`config.mk`:
```
export PLATFORM = sky130hd
export DESIGN_NAME = bitstream_decoder
export DESIGN_NICKNAME = d
export VERILOG_FILES = /design/src/rtl/bitstream_pkg.sv /design/src/rtl/bitstream_decoder_window_counter.sv /design/src/rtl/bitstream_decoder.sv
export SDC_FILE = /design/constraint.sdc
export NUM_CORES = 1
export LEC_CHECK = 0
export ABC_AREA = 1
export CAP_MARGIN = 10
export CELL_PAD_IN_SITES_DETAIL_PLACEMENT = 1
export CELL_PAD_IN_SITES_GLOBAL_PLACEMENT = 2
export CORE_MARGIN = 2
export CORE_UTILIZATION = 35
export DETAILED_ROUTE_END_ITERATION = 10
export HOLD_SLACK_MARGIN = 0.08
export PLACE_DENSITY = 0.87
export SYNTH_ARGS = -nofsm -noshare
export SYNTH_HDL_FRONTEND = slang
export SYNTH_SLANG_ARGS = --single-unit
export TNS_END_PERCENT = 50
```
`constraint.sdc`:
```
create_clock -name clk -period 2.21 [get_ports clk]
set_clock_uncertainty 0.05 [all_clocks]
set_input_delay 0.3315 -clock clk [delete_from_list [all_inputs] [get_ports clk]]
set_output_delay 0.3315 -clock clk [all_outputs]
set_load 0.01 [all_outputs]
```
`src/rtl/bitstream_pkg.sv`:
```
// Shared types and sizing helpers for the stochastic bitstream decoder.
package bitstream_pkg;

  localparam int DEFAULT_STREAM_LENGTH = 512;

  typedef enum logic [1:0] {
    IDLE  = 2'd0,
    ACCUM = 2'd1,
    DONE  = 2'd2
  } dec_state_t;

  // Count width that holds 0..length inclusive.
  function automatic int stream_width(input int length);
    return $clog2(length) + 1;
  endfunction

endpackage

```
`src/rtl/bitstream_decoder_window_counter.sv`:
```
// Valid-sample counter for one decode window; flags when the next accepted
// sample is the last one of the window.
module window_counter
  import bitstream_pkg::*;
#(
  parameter int LENGTH = DEFAULT_STREAM_LENGTH,
  parameter int WIDTH  = stream_width(LENGTH)
) (
  input  logic clk,
  input  logic n_rst,
  input  logic clear,
  input  logic enable,
  output logic last
);

  localparam logic [WIDTH-1:0] LAST_IDX = WIDTH'(LENGTH - 1);

  logic [WIDTH-1:0] sample_cnt_q;
  logic [WIDTH-1:0] sample_cnt_d;

  always_comb begin
    sample_cnt_d = sample_cnt_q;
    if (clear) begin
      sample_cnt_d = '0;
    end else if (enable) begin
      sample_cnt_d = sample_cnt_q + WIDTH'(1);
    end
  end

  // NOTE: state registers use non-blocking assignments so every flop samples
  // its inputs before any of them update at the edge.
  always_ff @(posedge clk or negedge n_rst) begin
    if (!n_rst) begin
      sample_cnt_q <= '0;
    end else begin
      sample_cnt_q <= sample_cnt_d;
    end
  end

  assign last = (sample_cnt_q == LAST_IDX);

endmodule

```
`src/rtl/bitstream_decoder.sv`:
```
// Decodes a stochastic bitstream by counting ones over LENGTH valid samples.
// Build option: define BITSTREAM_DECODER_BIPOLAR_EN for a bipolar (2*ones-LENGTH) result.
module bitstream_decoder
  import bitstream_pkg::*;
#(
  parameter int LENGTH = DEFAULT_STREAM_LENGTH,
  parameter int WIDTH  = stream_width(LENGTH)
) (
  input  logic           clk,
  input  logic           n_rst,
  input  logic           start,
  input  logic           bit_in,
  input  logic           bit_valid,
  output logic [WIDTH:0] value,
  output logic           done,
  output logic           busy
);

`ifdef BITSTREAM_DECODER_BIPOLAR_EN
  localparam logic [WIDTH:0] LEN_V = (WIDTH+1)'(LENGTH);
`endif

  dec_state_t       state_q, state_d;
  logic [WIDTH-1:0] ones_q, ones_d;
  logic [WIDTH:0]   value_q, value_d;
  logic             cnt_clear;
  logic             cnt_en;
  logic             cnt_last;

  window_counter #(
    .LENGTH(LENGTH),
    .WIDTH (WIDTH)
  ) u_window_counter (
    .clk   (clk),
    .n_rst (n_rst),
    .clear (cnt_clear),
    .enable(cnt_en),
    .last  (cnt_last)
  );

  // NOTE: every signal written here gets a default first, so no path through
  // the case statement can leave one unassigned and infer a latch.
  always_comb begin
    state_d   = state_q;
    ones_d    = ones_q;
    value_d   = value_q;
    cnt_clear = 1'b0;
    cnt_en    = 1'b0;
    unique case (state_q)
      IDLE: begin
        if (start) begin
          state_d   = ACCUM;
          ones_d    = '0;
          cnt_clear = 1'b1;
        end
      end
      ACCUM: begin
        if (bit_valid) begin
          cnt_en = 1'b1;
          ones_d = ones_q + WIDTH'(bit_in);
          if (cnt_last) begin
            state_d = DONE;
`ifdef BITSTREAM_DECODER_BIPOLAR_EN
            value_d = {ones_d, 1'b0} - LEN_V;
`else
            value_d = {1'b0, ones_d};
`endif
          end
        end
      end
      DONE: begin
        if (start) begin
          state_d   = ACCUM;
          ones_d    = '0;
          cnt_clear = 1'b1;
        end else begin
          state_d = IDLE;
        end
      end
      default: state_d = IDLE;
    endcase
  end

  always_ff @(posedge clk or negedge n_rst) begin
    if (!n_rst) begin
      state_q <= IDLE;
      ones_q  <= '0;
      value_q <= '0;
    end else begin
      state_q <= state_d;
      ones_q  <= ones_d;
      value_q <= value_d;
    end
  end

  // Handshake outputs decode the registered state only.
  assign value = value_q;
  assign done  = (state_q == DONE);
  assign busy  = (state_q == ACCUM);

endmodule

```
==> results_dict.tcl <==
set metrics [dict create \
    p_leak_nw 0.9845 \
    finalCritPeriodShare 0.8338 \
    postSynthAreaPerCell_um2 8.009 \
    synth.distinct_cells 24 \
    cp_max_fo 3 \
    drc 0 \
    wl_met2_um 1769 \
    num_rows 25 \
    switchingPower_uw 485.3 \
    rsz0062_at_grt "no" \
    io_pins 18 \
    r2r-end "value[8]$_DFFE_PN0P_" \
    finalSetupViolations 0 \
    final_antenna_net_count 0 \
    reg2reg_depth 9 \
    setup_tns_ns 0 \
    final_hold_viol_count 0 \
    numCtsBuffers 5 \
    synth_flop_cell "dfrtp_1" \
    yosys_warnings 0 \
    p_comb_frac 0.184 \
    final_cell_mix "nand2_1 (75), dfrtp_1 (32), inv_1 (18), clkdlybuf4s50_1 (16)" \
    syn-num-nets 215 \
    wl_per_cell_um 12.79 \
    clockBufferDepth 2 \
    cts_hold_buf 0 \
    die_w_um 72.83 \
    maxSlewViolCount 0 \
    r2r-start "ones_q[0]$_DFFE_PN0P_" \
    grt_max_degree 33 \
    drt-met1-wl_um 1665 \
    synth-edff-count 0 \
    globalplace.congestion 0.7738 \
    dr_total_vias 1370 \
    syn_to_final_growth_pct 16.75 \
    min_path_type "in -> async" \
    coreArea_mm2 0.004629 \
    grt_pass1_wl_um 6251 \
    power_frac_seq 0.523 \
    p_per_area_mw_per_mm2 769.2 \
    final_common_cell "nand2_1" \
    power.internal_mw 1.004 \
    critPathCaptureType "primary output" \
    io_buffer_count 16 \
    fmax_mhz 542.7 \
    netlist_area_mm2 0.001658 \
    antennaDiodeCount 0 \
    grt_pass1_vias 1357 \
    status "finished clean" \
    placed_cell_area_mm2 0.001858 \
    pwr-share-clk 0.293 \
    hpwl_um 2498 \
    cts_resized 0 \
    async_flop_share 1.000 \
    grt_use_total 0.1569 \
    clk_latency_ns 0.29 \
    drt_pre_antenna_iters 3 \
    yosysSeqAreaShare 0.4830 \
    crit_arrival_ns 1.46 \
    synth_largest_area_cell "dfrtp_1" \
    top_layer "met4" \
    ir_drop_mv 0.3206 \
    cts.sinks 32 \
    swShare 0.3260 \
    drive_gt1_frac 0.1189 \
    global_route.overflow_total 0 \
    wl_met3_um 116 \
    slowest_delay_ns 0.53 \
    die_h_um 72.83 \
    cts_tree "yes" \
    layout_min_cycle_time_ns 1.843 \
    synth.area.top_cells "dfrtp_1 (48%), nand2_1 (17%), nand3_1 (4.5%), inv_1 (4.1%), nor2_1 (3.4%)" \
    crit_family "buffers and inverters" \
    synthCells 207 \
    crit_chain "inv_1, nand2_1, inv_1, clkdlybuf4s50_1" \
    cts_root_buffer "clkbuf_8" \
    final_area_mm2 0.001936 \
    critPathKind "reg -> out" \
    crit_buf_inv 3 \
    drv_cap 0 \
    crit_top_cell "inv_1" \
    via_per_inst 4.875 \
    clkSlewWorstSetupHoldPaths_ns 0.07 \
    post-cts-setup-buffers 0 \
    die_area_mm2 0.005303 \
    synth_top_area_share 0.4830 \
    required_ns 1.83 \
    start_kind "register" \
    drt_iter0_drc 25 \
    h-tree-depth 2 \
    ff2ff_setup_slack_ns 0.64 \
    critPathSlowestCell "clkdlybuf4s50_1" \
    antenna_found_initial 0 \
    start_util 0.3581 \
    finalNetCount 235 \
    wl_um 3595 \
    synth-seq-cells 32 \
]
==> stage by stage <==
step,power (mW),cells,worst slack (ns),hold slack [ns],utilization
floorplan,0.9839,207,0.8204,-0.01409,-
global placement,1.063,274,0.2355,0.4045,0.4014
detailed placement,1.065,274,0.1733,0.4098,0.4014
CTS,1.509,281,0.3494,0.4119,0.4181
global route,1.589,281,0.3000,0.4216,0.4181
finish,1.489,281,0.3673,0.3936,0.4181
==> worst max path at each step <==
stage / start / end / slack [ns] / cells past startpoint
after detailed placement: bit_in / value[8]$_DFFE_PN0P_ / 0.17 / 10
after CTS: state_q[1]$_DFFE_PN0P_ / busy / 0.35 / 4
after global routing: state_q[1]$_DFFE_PN0P_ / busy / 0.30 / 4
after global placement: bit_in / ones_q[8]$_DFFE_PN0P_ / 0.24 / 10
final: state_q[1]$_DFFE_PN0P_ / busy / 0.37 / 4
after floorplan: ones_q[0]$_DFFE_PN0P_ / value[8]$_DFFE_PN0P_ / 0.82 / 9
==> routing by layer <==
metal  track usage  up-vias
met1        0.1906      660
met4       0.04938        0
met5             0        -
li1              -      689
met3       0.05387        5
met2        0.2616       16
==> synthesized netlist by cell type (all sizes together), types with 2 or more instances <==
cell type,n
nand4,2
dfrtp,32
buf,5
a21oi,5
nor2,21
nand2,80
nand3,18
a22o,4
ha,3
inv,23
o21ai,9
==> power by group through the flow <==
stage               Combinational (mW)  Sequential, mW  Clock (mW)
floorplan                        0.222           0.762           0
global placement                 0.276           0.786           0
detailed placement               0.280           0.785           0
CTS                              0.281           0.777       0.450
global route                     0.319           0.798       0.472
finish                           0.274           0.779       0.436
==> flip-flops by register name (all words and copies together) (netlist names) <==
register	count
u_window_counter.sample_cnt_q	10
value	10
state_q	2
ones_q	10
==> kinds of logic after synthesis <==
kind of cell | share of synthesized area
fa+ha+maj | 0.02264
xor+xnor | 0.005284
simple gates | 0.3328
compound gates | 0.07623
flops | 0.4830
other cells | 0.002262
buf+inv | 0.07773
==> final cells by class <==
| type | instances | area, um^2 |
|---|---|---|
| clock buffers | 6 | 72.57 |
| clock inverters | 1 | 5.005 |
| fillers | 563 | 2694 |
| inverters | 23 | 86.33 |
| multi-input cells | 147 | 728.2 |
| flip-flops and latches | 32 | 800.8 |
| well taps | 54 | 67.56 |
| repair buffers | 18 | 175.2 |
No activity file was read; power rests on OpenSTA's default activity.
==> variant (same settings) <==
Re-encode `dec_state_t` (3 states) as one-hot, 3 bits wide.
--- a/src/rtl/bitstream_pkg.sv
+++ b/src/rtl/bitstream_pkg.sv
@@ -3,10 +3,10 @@
 
   localparam int DEFAULT_STREAM_LENGTH = 512;
 
-  typedef enum logic [1:0] {
-    IDLE  = 2'd0,
-    ACCUM = 2'd1,
-    DONE  = 2'd2
+  typedef enum logic [2:0] {
+    IDLE  = 3'b001,
+    ACCUM = 3'b010,
+    DONE  = 3'b100
   } dec_state_t;
 
   // Count width that holds 0..length inclusive.
Check against the original RTL: same outputs for any inputs over 10 cycles, from zero or initial values and one cycle with n_rst low; not proved beyond that.
==> variant against the unedited design <==
- design area is 5.7% higher
- sequential cell count is 1 higher
- routed wire length is 12% higher
- largest power group unchanged
- core utilization is 1.5 points higher
- worst hold slack worse by 0.00056 ns
- synthesized area is 4.0% higher
- register-to-register slack worse by 0.11 ns
- total power is 4.2% lower
- worst setup slack worse by 0.044 ns
- first-iteration DRC count is 140% higher
==> variant: results (changes against the unedited design) <==
** Power and ir drop
- The leakage power total came to 1.01 nW (was 0.984 nW).
- The final total power came to 0.00143 W (was 0.00149 W).
- The switching power total was 0.000462 W (was 0.000485 W).
- The worst vdd rail ir drop came to 0.204 mV (was 0.321 mV).
- The clock network power was 0.000457 W (was 0.000436 W).
- Logic pwr share :: 20.7% (was 18.4%)

** Synth
- Ranking of synthesized cells by area: sky130_fd_sc_hd__dfrtp_1 46%, sky130_fd_sc_hd__nand2_1 19%, sky130_fd_sc_hd__nand3_1 8.1% (was sky130_fd_sc_hd__dfrtp_1 48%, sky130_fd_sc_hd__nand2_1 17%, sky130_fd_sc_hd__nand3_1 4.5%).
- Mapped Avg Cell Area :: 7.80 sq um (was 8.01 sq um)
- Sequential element share of the synthesized area :: 48.0% (was 48.3%)
- Mapped Nets :: 229 (was 215)

** Final layout
- The count of buffers not belonging to the clock network in the layout came to 21 (was 18).
- The count of nets after finishing was 250 (was 235).
- The sequential portion of the cell area came to 40.4% (was 41.4%).
- Number of fill cells :: 595 (was 563)
- The layout sequential cell count was 33 (was 32).
- Data buffer area share :: 9.66% (was 9.05%)
- The count of inverters other than clock inverters in the layout was 19 (was 23).
- Count of multi-input combinational gates :: 162 (was 147)
- The footprint of the multi-input gates is 779 sq um (was 728 sq um).
- The fraction of final layout cells sized beyond drive strength 1 is 9.47% (was 11.9%).

** Global routing
- Total track usage :: 16.7% (was 15.7%)
- The largest net degree at the start of global routing came to 34 (was 33).
- Global-route met3 utilization :: 4.47% (was 5.39%)
- Global-route wire length before repair :: 6930 um (was 6250 um)

** Detailed routing
- Total Wirelength :: 4030 um (was 3600 um)
- The total length of routed met2 wires is 1800 um (was 1770 um).
- DR vias/cell :: 4.71 (was 4.88)
- Wire length on met3 :: 112 um (was 116 um)

** Placed design
- Pre-CTS setup slack :: 0.209 ns (was 0.173 ns)

** Outcome
- Status :: complete, no violations (unchanged)

** Critical path
- Worst R2R End :: ones_q[3] (was value[8])
- The register-to-register setup slack is 0.53 ns (was 0.64 ns).

** Timing
- Worst hold slack :: 0.393 ns (was 0.394 ns)
==> variant: cell types whose count changed after synthesis, moves of 3 or more <==
cell / change
sky130_fd_sc_hd__nand3_1: +13
sky130_fd_sc_hd__nand2_1: +10
sky130_fd_sc_hd__nand3b_1: +5
sky130_fd_sc_hd__a22o_1: -4
sky130_fd_sc_hd__inv_2: -4
sky130_fd_sc_hd__nand2_2: -4
sky130_fd_sc_hd__buf_2: +3
sky130_fd_sc_hd__nor2_1: -3
sky130_fd_sc_hd__o21ai_0: -3
==> variant: kinds of logic (layout without fill, tap and decap cells) <==
logic type / count (synthesis) / in the layout / share of synthesized area, %
AOI/OAI and AO/OA: 12 / 12 / 3.70
DFF: 33 / 33 / 48.0
xor gates and xnor gates: 4 / 4 / 2.03
adders and majority gates: 3 / 3 / 2.18
muxes: 1 / 1 / 0.581
buffers and inverters: 26 / 48 / 6.82
and+or+nand+nor: 141 / 141 / 36.5
other: 1 / 1 / 0.217
